File: src/rtl/nav_sequencer.sv
// rtl/nav_sequencer.sv - line-following car motion sequencer with route command FIFO
//
// Optional feature macro: NAV_LOST_RECOVER_EN
//   undefined : a lost line (s == 000 for LOST_MAX cycles) goes straight to ERROR
//   defined   : a lost line first steers LITTLE_LEFT/LITTLE_RIGHT for up to
//               LOST_MAX further cycles, then ERROR if the line is still absent
//
// Ports:
//   clk, rst      clock, asynchronous active-high reset
//   start         single-cycle start pulse, honoured only in IDLE
//   abort         synchronous return to IDLE, flushes FIFO, clears junction_cnt
//   sensor[2:0]   raw IR line sensor {left, mid, right}, synchronised internally
//   cmd_wr_*      route command write port (00 straight, 01 left, 10 right, 11 back)
//   mode          registered motor mode code (state value)
//   last_mode     mode value held before the most recent mode change
//   junction_cnt  junctions entered, saturating at 255
//   busy/done/error  status decodes of the registered state
module nav_sequencer #(
    parameter int DEPTH     = 16,
    parameter int START_DLY = 100000000,
    parameter int CROSS_CYC = 20000000,
    parameter int TURN_MIN  = 30000000,
    parameter int TURN_MAX  = 200000000,
    parameter int LOST_MAX  = 50000000,
    parameter int CW        = 28
) (
    input  logic       clk,
    input  logic       rst,
    input  logic       start,
    input  logic       abort,
    input  logic [2:0] sensor,
    input  logic       cmd_wr_valid,
    input  logic [1:0] cmd_wr_data,
    output logic       cmd_wr_ready,
    output logic [4:0] mode,
    output logic [4:0] last_mode,
    output logic [7:0] junction_cnt,
    output logic       busy,
    output logic       done,
    output logic       error
);
    localparam int AW = (DEPTH > 2) ? $clog2(DEPTH) : 1;

    // Timer holds cycles already spent in the current state minus one, so the
    // "last cycle" thresholds below are the configured counts minus one.
    localparam logic [CW-1:0] START_LAST = CW'(START_DLY - 1);
    localparam logic [CW-1:0] CROSS_LAST = CW'(CROSS_CYC - 1);
    localparam logic [CW-1:0] TURN_LO    = CW'(TURN_MIN);
    localparam logic [CW-1:0] TURN_LAST  = CW'(TURN_MAX - 1);
    localparam logic [CW-1:0] LOST_LAST  = CW'(LOST_MAX - 1);

    typedef enum logic [4:0] {
        ST_IDLE         = 5'd0,
        ST_START        = 5'd1,
        ST_COUNT        = 5'd2,
        ST_STRAIGHT     = 5'd3,
        ST_CHOOSE       = 5'd4,
        ST_LEFT         = 5'd5,
        ST_RIGHT        = 5'd6,
        ST_BACK         = 5'd7,
        ST_LITTLE_LEFT  = 5'd8,
        ST_LITTLE_RIGHT = 5'd9,
        ST_STOP         = 5'd30,
        ST_ERROR        = 5'd31
    } state_t;

    state_t        state;
    state_t        state_nx;
    logic [2:0]    sensor_meta;
    logic [2:0]    s;
    logic [CW-1:0] timer;
    logic [CW-1:0] lost_cnt;

    logic [1:0]    fifo_mem [DEPTH];
    logic [AW-1:0] rd_ptr;
    logic [AW-1:0] wr_ptr;
    logic [AW:0]   fifo_cnt;
    logic [1:0]    cmd_lat;
    logic          cmd_present;

    logic          tracking;
    logic          line_lost;
    logic          fifo_empty;
    logic          fifo_full;
    logic          wr_en;
    logic          choose_entry;
    logic          pop;

`ifdef NAV_LOST_RECOVER_EN
    logic          recovering;
`endif

    assign mode         = state;
    assign tracking     = (state == ST_STRAIGHT) || (state == ST_LITTLE_LEFT) ||
                          (state == ST_LITTLE_RIGHT);
    assign line_lost    = (s == 3'b000) && (lost_cnt >= LOST_LAST);
    assign fifo_empty   = (fifo_cnt == '0);
    assign fifo_full    = (fifo_cnt == (AW+1)'(DEPTH));
    assign cmd_wr_ready = !fifo_full && !abort;
    assign wr_en        = cmd_wr_valid && cmd_wr_ready;
    // A command is consumed on the edge that enters CHOOSE, never later.
    assign choose_entry = (state_nx == ST_CHOOSE) && (state != ST_CHOOSE);
    assign pop          = choose_entry && !fifo_empty;

    always_comb begin
        state_nx = state;
        if (abort) begin
            state_nx = ST_IDLE;
        end else begin
            case (state)
                ST_IDLE:  if (start) state_nx = ST_START;
                ST_START: state_nx = ST_COUNT;
                ST_COUNT: if (timer >= START_LAST) state_nx = ST_STRAIGHT;
                ST_STRAIGHT, ST_LITTLE_LEFT, ST_LITTLE_RIGHT: begin
                    case (s)
                        3'b111:         state_nx = ST_CHOOSE;
                        3'b110, 3'b100: state_nx = ST_LITTLE_LEFT;
                        3'b011, 3'b001: state_nx = ST_LITTLE_RIGHT;
                        3'b010:         state_nx = ST_STRAIGHT;
                        3'b000: begin
                            if (line_lost) begin
`ifdef NAV_LOST_RECOVER_EN
                                if (recovering)
                                    state_nx = ST_ERROR;
                                else if (last_mode == ST_LITTLE_LEFT || last_mode == ST_LEFT)
                                    state_nx = ST_LITTLE_LEFT;
                                else
                                    state_nx = ST_LITTLE_RIGHT;
`else
                                state_nx = ST_ERROR;
`endif
                            end
                        end
                        default:        state_nx = state;  // 101: ambiguous, keep course
                    endcase
                end
                ST_CHOOSE: begin
                    if (!cmd_present) begin
                        state_nx = ST_STOP;
                    end else if (timer >= CROSS_LAST) begin
                        case (cmd_lat)
                            2'b00:   state_nx = ST_STRAIGHT;
                            2'b01:   state_nx = ST_LEFT;
                            2'b10:   state_nx = ST_RIGHT;
                            default: state_nx = ST_BACK;
                        endcase
                    end
                end
                ST_LEFT, ST_RIGHT, ST_BACK: begin
                    if (timer >= TURN_LO && s == 3'b010)
                        state_nx = ST_STRAIGHT;
                    else if (timer >= TURN_LAST)
                        state_nx = ST_ERROR;
                end
                default: state_nx = state;  // STOP, ERROR hold until abort
            endcase
        end
    end

    always_ff @(posedge clk) begin
        if (wr_en)
            fifo_mem[wr_ptr] <= cmd_wr_data;
    end

    always_ff @(posedge clk or posedge rst) begin
        if (rst) begin
            sensor_meta  <= 3'b000;
            s            <= 3'b000;
            state        <= ST_IDLE;
            last_mode    <= 5'd0;
            timer        <= '0;
            lost_cnt     <= '0;
            junction_cnt <= 8'd0;
            rd_ptr       <= '0;
            wr_ptr       <= '0;
            fifo_cnt     <= '0;
            cmd_lat      <= 2'b00;
            cmd_present  <= 1'b0;
            busy         <= 1'b0;
            done         <= 1'b0;
            error        <= 1'b0;
`ifdef NAV_LOST_RECOVER_EN
            recovering   <= 1'b0;
`endif
        end else begin
            sensor_meta <= sensor;
            s           <= sensor_meta;

            state <= state_nx;
            busy  <= !((state_nx == ST_IDLE) || (state_nx == ST_STOP) || (state_nx == ST_ERROR));
            done  <= (state_nx == ST_STOP);
            error <= (state_nx == ST_ERROR);

            if (state_nx != state) begin
                timer     <= '0;
                last_mode <= state;
            end else if (timer != {CW{1'b1}}) begin
                timer <= timer + CW'(1);
            end

            // Run length of s == 000 while tracking; restarts on any line
            // sighting and after each lost-line decision.
            if (abort || !tracking || s != 3'b000 || line_lost)
                lost_cnt <= '0;
            else
                lost_cnt <= lost_cnt + CW'(1);

`ifdef NAV_LOST_RECOVER_EN
            if (abort || !tracking || s != 3'b000)
                recovering <= 1'b0;
            else if (line_lost)
                recovering <= 1'b1;
`endif

            if (abort) begin
                junction_cnt <= 8'd0;
                rd_ptr       <= '0;
                wr_ptr       <= '0;
                fifo_cnt     <= '0;
                cmd_present  <= 1'b0;
            end else begin
                if (choose_entry) begin
                    if (junction_cnt != 8'd255)
                        junction_cnt <= junction_cnt + 8'd1;
                    cmd_present <= !fifo_empty;
                end
                if (pop) begin
                    cmd_lat <= fifo_mem[rd_ptr];
                    rd_ptr  <= rd_ptr + AW'(1);
                end
                if (wr_en)
                    wr_ptr <= wr_ptr + AW'(1);
                case ({wr_en, pop})
                    2'b10:   fifo_cnt <= fifo_cnt + (AW+1)'(1);
                    2'b01:   fifo_cnt <= fifo_cnt - (AW+1)'(1);
                    default: fifo_cnt <= fifo_cnt;
                endcase
            end
        end
    end
endmodule
File: config.mk
export PLATFORM = sky130hd
export DESIGN_NAME = nav_sequencer
export DESIGN_NICKNAME = d
export VERILOG_FILES = /design/src/rtl/nav_sequencer.sv
export SDC_FILE = /design/constraint.sdc
export NUM_CORES = 1
export LEC_CHECK = 0
export ABC_AREA = 1
export CAP_MARGIN = 10
export CORE_MARGIN = 1
export CORE_UTILIZATION = 63
export CTS_BUF_LIST = sky130_fd_sc_hd__clkbuf_2
export DETAILED_ROUTE_END_ITERATION = 16
export GPL_TIMING_DRIVEN = 0
export PLACE_DENSITY = 0.79
export SETUP_SLACK_MARGIN = 0.5
export SLEW_MARGIN = 20
export SYNTH_ARGS = -nofsm -noshare
export SYNTH_HDL_FRONTEND = slang
export SYNTH_SLANG_ARGS = --single-unit
File: constraint.sdc
create_clock -name clk -period 4.5 [get_ports clk]
set_input_delay 1.35 -clock clk [delete_from_list [all_inputs] [get_ports clk]]
set_output_delay 1.35 -clock clk [all_outputs]
set_load 0.02 [all_outputs]
# After elaboration in Yosys (flattened, before gate mapping)
# Memory sizes are Yosys's and may differ from the RTL's. A register that Yosys moved wholly into a read port is not among the register bits.
# Cells that the tools add are included.
dict set report classes {
  n_addsub 7
  mul 0
  n_div 0
  order_cmp 5
  n_eq_ne 27
  shift 0
  mux 27
  bitwise 1
  reduce_logical 36
}
# op n
set op_table {}
lappend op_table {{28-bit two-way mux} 3}
lappend op_table {{28-bit by 1-bit adder with 28-bit output (second input constant)} 2}
lappend op_table {{28-bit by 25-bit >= comparator with 1-bit output (second input constant)} 2}
lappend op_table {{5-bit two-way mux} 9}
lappend op_table {{5-bit case mux with 6 select lines} 1}
lappend op_table {{28-bit by 26-bit >= comparator with 1-bit output (second input constant)} 1}
lappend op_table {{28-bit by 27-bit >= comparator with 1-bit output (second input constant)} 1}
lappend op_table {{28-bit >= comparator (second input constant)} 1}
lappend op_table {{28-bit inequality test (second input constant)} 1}
lappend op_table {{5-bit by 3-bit equality test with 1-bit output (second input constant)} 5}
lappend op_table {{5-bit case mux with 5 select lines} 1}
lappend op_table {{8-bit two-way mux} 3}
lappend op_table {{4-bit two-way mux} 4}
lappend op_table {{5-bit equality test (second input constant)} 3}
lappend op_table {{5-bit zero test} 3}
lappend op_table {{5-bit by 2-bit equality test with 1-bit output (second input constant)} 2}
lappend op_table {{5-bit by 4-bit equality test with 1-bit output (second input constant)} 2}
lappend op_table {{5-bit case mux with 2 select lines} 1}
lappend op_table {{2-bit nonzero test} 5}
lappend op_table {{3-bit equality test (second input constant)} 3}
lappend op_table {{3-bit case mux with 3 select lines} 1}
lappend op_table {{4-bit by 1-bit adder with 4-bit output (second input constant)} 2}
lappend op_table {{8-bit by 1-bit adder with 8-bit output (second input constant)} 1}
lappend op_table {{8-bit inequality test (second input constant)} 1}
lappend op_table {{20 further kinds} 45}
dict set report word_totals {
  reg_bits 97
  latchBits 0
  mem_bits_rw 32
  romBits 0
  inputBits 10
  output_inout_bits 22
  wordCells 118
  memories 1
}
# name depth width read_ports rd_clocked_by_memory_dff write_ports line_no
set mem_list {}
lappend mem_list {fifo_mem 16 2 1 1 1 74} ;# logic [1:0] fifo_mem [DEPTH];

# Longest topological paths before layout
# Gate-level depths: netlist (run 1).
dict set report depth {
  depth_word 12
  depth_mapped 24
  mapped_depth_nobuf 24
}

# Worst setup path after synthesis (run 1)
# Ideal clock, no wire load.
dict set report synth_path {
  path_type {input port to flip-flop}
  start {input port abort}
  end {register fifo_cnt[4]}
  setup_time_ns 0.121
  arrival_ns 3.563
  required_time_ns 4.379
  slack_ns 0.816
  path_stages 14
  n_path_buf 1
  path_cell_list {clkbuf_1 > clkinv_1 > o21ai_0 > inv_1 > o21ai_4 > nand3_2 > nor2_4 > nand3_2 > fa_1 > o21ai_0 > xor2_1 > nand4_1 > nand2_1 > o21ai_1}
}
dict set report synth_between {
  elab_chain_cells 7
  word_cells_on_any_way 12
  classes_between {eq/ne: 3; mux: 3; reduce/logical: 6}
}
# item line_no
set synth_lines {}
lappend synth_lines {{start, declared} 30} ;# input logic abort,
lappend synth_lines {{5-bit two-way mux} 107} ;# if (abort) begin
lappend synth_lines {{5-bit by 3-bit equality test with 1-bit output} 102} ;# assign choose_entry = (state_nx == ST_CHOOSE) && (state != ST_CHOOSE);
lappend synth_lines {{1-bit logical AND} 102}
lappend synth_lines {{1-bit logical AND} 103} ;# assign pop = choose_entry && !fifo_empty;
lappend synth_lines {{2-bit by 1-bit equality test with 1-bit output / 2-bit equality test (equally long branches)} 233} ;# case ({wr_en, pop})
lappend synth_lines {{5-bit case mux with 2 select lines} 233}
lappend synth_lines {{5-bit two-way mux} 215} ;# if (abort) begin
lappend synth_lines {{end signal, assigned} 234} ;# 2'b10: fifo_cnt <= fifo_cnt + (AW+1)'(1);
lappend synth_lines {{end signal, assigned} 235} ;# 2'b01: fifo_cnt <= fifo_cnt - (AW+1)'(1);
lappend synth_lines {{end signal, assigned} 236} ;# default: fifo_cnt <= fifo_cnt;
lappend synth_lines {{end, declared} 77} ;# logic [AW:0] fifo_cnt;
# Parallel ways exist; a longest one is shown, timed or not.
# A chain may end at the register's enable or synchronous reset.

# Final worst setup path (run 1)
dict set report layout_path {
  start {input port abort}
  end {output port cmd_wr_ready}
}
dict set report layout_between {
  elab_chain_cells 2
}
# item line_no
set layout_lines {}
lappend layout_lines {{1-bit zero test} 99} ;# assign cmd_wr_ready = !fifo_full && !abort;
lappend layout_lines {{1-bit logical AND} 99}
lappend layout_lines {{end, declared} 34} ;# output logic cmd_wr_ready,
# No other way between the ends.

==> results.md, run 1 <==
- Xor/xnor share of the synthesized area: around 4.2%
- Hold path start: sensor_meta[2]
- Floorplan die height: ~110 um
- Vias per cell: 5.574
- Shortest clock period the worst path allows after layout: 3843 ps
- Run status: finished, final reports clean
- Ys async rst share: between 70% and 80%
- Cell family contributing the most delay on the critical path: buffers and inverters
- Required arrival time at the worst endpoint: 3150 ps
- Setup violators final: 0
- Setup repair after global routing missed its margin: false
- Chain of cells forming the critical path: clkbuf_2, clkinv_2, nand2_1, inv_1, clkdlybuf4s50_1
- Part of the total power dissipated in the clock network: between 20% and 30%
- Area Overhead vs Synth: 11.17%
- Slew HR: ~62%
- Setup slack on the worst flop-to-flop path: 950 ps
- Maximum clock insertion buffer count: 2
- Global-route wire length before repair: approximately 26,000 um
- Number of diodes added for antenna fixing: 0
- CORE AREA: 0.01098 sq mm
- Leakage power figure: 3.435 nW
- Share of synthesized area spent on multiplexers: 0%
- CP Launch Type: input port
- Share of the clock period used by the worst path: 85.40%
- Effective utilization at floorplan: 65.78%
- Post-DR wirelength/cell: 14.36 um
- Number of CTS-inserted buffers: 17
- Slew at the pin with the worst max-slew slack: 563.5 ps
- Count of hold buffers inserted by post-cts repair: 0
- Slowest library cell on the worst path: clkdlybuf4s50_1
- Count of flip-flops with a built-in enable after synthesis: 32
- Final #Nets: 965
- Die Span X: 109.1 um
- CTS clock-pin slew for the worst setup and hold paths: around 190 ps
- GP Congestion: 0.8759
- Number of maximum-capacitance constraint violations: 0
- Largest family of logic cells by synthesized area: simple AND/OR/NAND/NOR gates
- Number of primary I/O pins: 32
- Internal cell power: 0.002249 W
- Comb power frac: 41.5%
- Commonest cells after routing, fill and taps aside: nand2_1, nor2_1, dfrtp_1
- Adder-cell share of the synthesized area: under 10%
- Clock latency reported for the late side of the worst-skew pair: 720 ps
- PortBufs: 30
- Post-synthesis share of cell area spent on and, or, nand and nor gates: between 30 and 40%
- Vias in the first global route: 5,838
- Routed WL: 15,730 um
- Number of antenna violations at the first check in global routing: 0
- Seq/Total Area, Yosys: 47.59%
- Gate Count Post-Synth: 891
- CTS tree: done
- Flip-flop and latch count after synthesis: 131
- DRT antenna net count: 0
- Count of cells along the worst register-to-register path: 24
- Element type at the critical path end: output pin
- Most common flop cell mapped by yosys: dfrtp_1
- Synth Warn #: 0
- IR Drop Worst-Case VDD: 0.0003593 V
- CTS H-tree depth: 4
- Slowest stage delay, CP: 530 ps
- Share of post-route cells with drive strength above 1: 12.46%
- Hold violation count in the final report: 0
- Switching fraction of total power: a little over two fifths
- Final-layout setup total negative slack: 0 ps
- Worst hold path endpoint: s[2]
- Leading cell type in the layout, fill and taps excluded: nand2_1
- Total standard cell area after synthesis: 0.007224 sq mm
- Pwr/cell area: 486.4 mW/mm^2
- Congestion Overflow GR: 0
- Die area: 0.01190 sq mm
- Sequential group share of total power: 36.9%
- Remaining design rule violation count: 0
- Complex-gate fraction of the synthesized area: 8.729%
- Iteration-0 DRC Markers: 518
- Count of clock tree sinks: 131
- Cell chosen for the clock root: clkbuf_2
- CP arrival: between 2000 and 2500 ps
- Pin count of the biggest net entering global routing: 63
- Vias: 6,103
- Final Max Slew Viols: 0
- Number of buffers added for setup after CTS: 0
- Fmax: about 260 MHz
- Hold Crit Class: register to register
- Number of distinct library cells after synthesis: 49
- Register cell area after layout: between 0.003 and 0.004 sq mm
- Syn_area_per_cell: 8.108 sq um
- Worst hold path stage count: 0
- Detailed-routing iteration count for the pre-antenna-repair pass: 5
- Total routing usage reported by global routing: roughly 28%
- Reg-to-reg critical path endpoint: fifo_cnt[4]
- Crit Reg-Reg Startpoint: timer[0]
- Switching pwr: 0.001657 W
- Total area of multi-input combinational cells: 0.003309 sq mm
- Critical path buffers and inverters: 4
- Fill cells: 886
- Rows: 38
- Total power: 0.003907 W
- Worst-case clock skew: 27.13 ps
- Path type of the worst setup path: input port to output pin
- CP Max Fanout: 9
- Final HPWL DP: 11,280 um
[registers in the layout (all words and copies together), names as in the netlist]
| name | cells |
|---|---|
| fifo_cnt | 5 |
| junction_cnt | 8 |
| wr_ptr | 4 |
| s | 3 |
| error | 1 |
| timer | 28 |
| busy | 1 |
| lost_cnt | 28 |
| cmd_present | 1 |
| sensor_meta | 3 |
| fifo_mem | 32 |
| rd_ptr | 4 |
| mode | 5 |
| done | 1 |
| last_mode | 5 |
| cmd_lat | 2 |
[final cells by class]
cell class	instances	share of cell area, %
sequential	131	42.81
multi-input combinational	643	41.21
inverter	102	4.845
timing repair buffer	31	4.082
clock inverter	15	2.586
tap	140	2.181
buffer	16	1.231
clock buffer	17	1.059
[cell usage after synthesis, drive strengths merged (3+ instances only)]
| library cell | number | share of area, % |
|---|---|---|
| nand2 | 194 | 11 |
| nor2 | 165 | 10 |
| inv | 101 | 5.2 |
| dfrtp | 99 | 34 |
| nand3 | 69 | 5.1 |
| o21ai | 62 | 4.5 |
| edfxtp | 32 | 13 |
| xor2 | 31 | 3.8 |
| a21oi | 27 | 2.0 |
| nor3 | 26 | 2.0 |
| ha | 12 | 2.1 |
| buf | 8 | 0.94 |
| clkbuf | 8 | 0.42 |
| or2 | 8 | 0.69 |
| nor4 | 7 | 0.69 |
| nand4 | 6 | 0.52 |
| o22ai | 6 | 0.52 |
| o221ai | 4 | 0.48 |
| xnor2 | 4 | 0.48 |
| nor3b | 3 | 0.31 |
[layer usage]
layer | vias to the layer above | GRT usage (%) | share of wire [%]
li1 | 3002 | - | -
met1 | 2892 | 35.22 | 43
met2 | 184 | 48.38 | 50
met3 | 25 | 6.515 | 5.5
met4 | 0 | 10.52 | 1.5
met5 | - | 0 | 0
[per-stage QoR]
stage / setup WS (ps) / hold slack [ps] / instances / utilization [%] / area (sq um)
3_5_place_dp: 169.8 / 335.5 / 1063 / 70.44 / 7736
4_1_cts: 630.5 / 377.4 / 1095 / 73.13 / 8031
2_1_floorplan: 559.6 / 331.2 / 892 / - / 7228
6_report: 656.9 / 375.6 / 1095 / 73.13 / 8031
3_3_place_gp: -831.0 / 335.6 / 1062 / 70.14 / 7704
5_1_grt: 550.8 / 382.3 / 1095 / 73.13 / 8031
[worst max path at each step]
stage                      from              end  slack (ps)  cells past startpoint
after floorplan             rst             busy         560                      1
after global placement      rst  junction_cnt[7]        -830                      2
after detailed placement  abort     cmd_wr_ready         170                      5
after CTS                 abort     cmd_wr_ready         630                      5
after global routing      abort     cmd_wr_ready         550                      5
final                     abort     cmd_wr_ready         660                      5
[power by group through the flow]
stage                     Combinational (W)  Clock, W  Sequential (W)
after floorplan                     0.00115         0         0.00150
after global placement              0.00156         0         0.00146
after detailed placement            0.00160         0         0.00147
after CTS                           0.00162  0.000859         0.00144
after global routing                0.00178  0.000908         0.00146
final                               0.00162  0.000844         0.00144
[repair_timing]
item                                    CTS  global route
endpoints found under the setup margin    1             0
resized for setup                         2             0
hold endpoints to repair                  0             0
[logic make-up after synthesis]
kind of cell / count (synthesis)
AO/OA/AOI/OAI: 111
XOR/XNOR: 35
adder cells (fa/ha/maj): 13
buffers and inverters: 118
flip-flops: 131
other: 1
AND/OR/NAND/NOR: 482
Note: power is estimated with default switching activity, not from simulation.
==> inputs of run 2 (changes only) <==
Settings changed: CELL_PAD_IN_SITES_DETAIL_PLACEMENT from default to 1, CELL_PAD_IN_SITES_GLOBAL_PLACEMENT from default to 2, CORE_UTILIZATION 63 to 38.
==> run 2 against run 1 <==
Net effect: first-iteration DRC count fell by 42%; cell count rose by 8.9%; worst setup slack got worse by 27 ps; critical path depth did not move; register-to-register slack got worse by 50 ps; via count fell by 0.70%; fmax fell by 0.69%; highest routed layer unchanged.
==> results.md, run 2 (synthesis gave the netlist of run 1 again) <==
- Run status: finished, final reports clean
- Count of hold buffers inserted by post-cts repair: 0
- Sequential group share of total power: 37.6%
- CORE AREA: around 0.019 sq mm
- Maximum clock insertion buffer count: 2
- Count of clock tree sinks: approximately 130
- Congestion Overflow GR: 0
- CP arrival: 2520 ps
- Cell chosen for the clock root: clkbuf_2
- Pin count of the biggest net entering global routing: between 50 and 60
- Effective utilization at floorplan: 38.75%
- Pwr/cell area: approximately 480 mW/mm^2
- Reg-to-reg critical path endpoint: fifo_cnt[4]
- Hold path start: sensor_meta[1]
- Post-DR wirelength/cell: 15.83 um
- Setup violators final: 0
- Final Max Slew Viols: 0
- Slowest stage delay, CP: 600 ps
- Area Overhead vs Synth: 12.24%
- Largest registers in the final layout: fifo_mem x32, lost_cnt x28, timer x28
- CP Max Fanout: 9
- Vias in the first global route: 6,360
- PortBufs: 30
- Floorplan die height: 139.9 um
- Non-filler instance count after layout: about 1,200
- CTS H-tree depth: 4
- Total routing usage reported by global routing: 20.76%
- Fmax: 258.4 MHz
- Fill cells: roughly 2,300
- Switching fraction of total power: between 40 and 50%
- GP Congestion: 0.8562
- Die Span X: roughly 140 um
- Die area: around 0.020 sq mm
- Final Worst Setup Slack: 630.0 ps
- Global-route wire length before repair: 31,930 um
- Cell area after placement: 0.007854 sq mm
- Final #Nets: 968
- Placed Cells incl. Taps: 1,157
- Total power: 0.003859 W
- Remaining design rule violation count: 0
- Number of primary I/O pins: 32
- Final HPWL DP: between 10,000 and 15,000 um
- Number of CTS-inserted buffers: 17
- CTS clock-pin slew for the worst setup and hold paths: 270 ps
- Vias per cell: around 5
- Vias: between 6,000 and 7,000
- Path type of the worst setup path: input port to output pin
- Critical path buffers and inverters: 4
- Cell area after layout: roughly 0.008 sq mm
- Iteration-0 DRC Markers: between 200 and 300
- Part of the total power dissipated in the clock network: 18.6%
- Clock latency reported for the late side of the worst-skew pair: 750 ps
- Worst hold path endpoint: s[1]
- IR Drop Worst-Case VDD: approximately 0.00021 V
- Setup repair after global routing missed its margin: false
- DRT antenna net count: 0
- Number of maximum-capacitance constraint violations: 0
- Hold violation count in the final report: 0
- Internal cell power: 0.002073 W
- Cell family contributing the most delay on the critical path: buffers and inverters
- Shortest clock period the worst path allows after layout: 3870 ps
- Leading cell type in the layout, fill and taps excluded: nand2_1
- Rows: 50
- Element type at the critical path end: output pin
- Register with the highest flop count: fifo_mem
- Leakage power figure: 3.429 nW
- Slowest library cell on the worst path: clkdlybuf4s50_1
- Comb power frac: 43.8%
- Number of antenna violations at the first check in global routing: 1
- Worst-case clock skew: approximately 48 ps
- Hold Crit Class: register to register
- CTS tree: done
- Detailed-routing iteration count for the pre-antenna-repair pass: 4
- Chain of cells forming the critical path: clkbuf_2, inv_4, nand2_1, inv_1, clkdlybuf4s50_1
- Share of post-route cells with drive strength above 1: 12.94%
- Final-layout setup total negative slack: 0 ps
- Largest register FFs: 32
- Worst hold path stage count: 0
- Crit Reg-Reg Startpoint: timer[0]
- Slew HR: 57.45%
- Switching pwr: about 0.0018 W
- Post-Place Worst Slack: -126.8 ps
- Count of cells along the worst register-to-register path: 24
- Setup slack on the worst flop-to-flop path: 900 ps
- Share of the clock period used by the worst path: a little under nine tenths
- Commonest cells after routing, fill and taps aside: nand2_1, nor2_1, dfrtp_1
- Routed WL: 18,880 um
- Slew at the pin with the worst max-slew slack: ~630 ps
- Required arrival time at the worst endpoint: around 3200 ps
- CP Launch Type: input port
==> run 2: power by group through the flow <==
stage	Clock (W)	Sequential [W]	Combinational [W]
final	0.000719	0.00145	0.00169
after global routing	0.000793	0.00147	0.00188
after CTS	0.000750	0.00145	0.00169
after detailed placement	0	0.00147	0.00168
after global placement	0	0.00146	0.00163
after floorplan	0	0.00150	0.00115
==> run 2: what timing repair did <==
| item | in CTS | in global routing |
|---|---|---|
| setup buffers | 0 | 3 |
| gates cloned | 0 | 0 |
| gates resized for setup | 2 | 3 |
| pin swaps | 0 | 1 |
| endpoints found under the setup margin | 1 | 2 |
==> run 2: stage by stage <==
step	hold slack, ps	util, %
final	422.0	43.50
after global routing	463.5	43.50
after CTS	437.9	43.32
after detailed placement	337.0	42.13
after global placement	334.0	41.95
after floorplan	331.2	-
==> run 2: worst max path at each step <==
stage               startpoint            to  slack [ps]  depth (start not counted)
floorplan                  rst          busy         560                          1
global placement           rst     wr_ptr[0]       -1140                          2
detailed placement       abort   fifo_cnt[4]        -130                         14
CTS                      abort  cmd_wr_ready         520                          5
global route          timer[0]   fifo_cnt[4]         510                         24
finish                   abort  cmd_wr_ready         630                          5
==> run 2: area by class of cell <==
| cell class | count | area (sq um) | share of cell area [%] |
|---|---|---|---|
| Inverter | 102 | 390.4 | 4.814 |
| Clock buffer | 17 | 85.08 | 1.049 |
| Antenna cell | 1 | 2.502 | 0.03086 |
| Sequential cell | 131 | 3438 | 42.40 |
| Timing Repair Buffer | 34 | 350.3 | 4.320 |
| Buffer | 16 | 98.84 | 1.219 |
| Tap cell | 234 | 292.8 | 3.611 |
| Multi-Input combinational cell | 643 | 3316 | 40.89 |
| Clock inverter | 15 | 135.1 | 1.666 |
==> run 2: metal layers <==
layer | routed length, um | share of wire [%] | global-route usage, %
met5 | 0 | 0 | 0
met4 | 311 | 1.6 | 6.478
met3 | 463 | 2.5 | 4.267
met2 | 8826 | 47 | 33.34
met1 | 9280 | 49 | 28.07
==> run 2: worst register-to-register path, cell delays in order (launching register included) <==
cell and delay, ps:
dfrtp_1 460, ha_1 240, nand3_1 150, inv_1 100
nand3_1 100, nand2_1 100, nand2_1 80, inv_1 40
nor2_1 180, nand2_1 90, nand3_1 100, nand3b_1 90
nand2_1 180, nand3_2 140, nor2_4 210, nand3_2 150
inv_1 140, ha_1 280, a21oi_1 140, o21ai_1 100
xor2_1 180, inv_1 60, nand2_1 60, nand2_1 50
o21ai_1 130
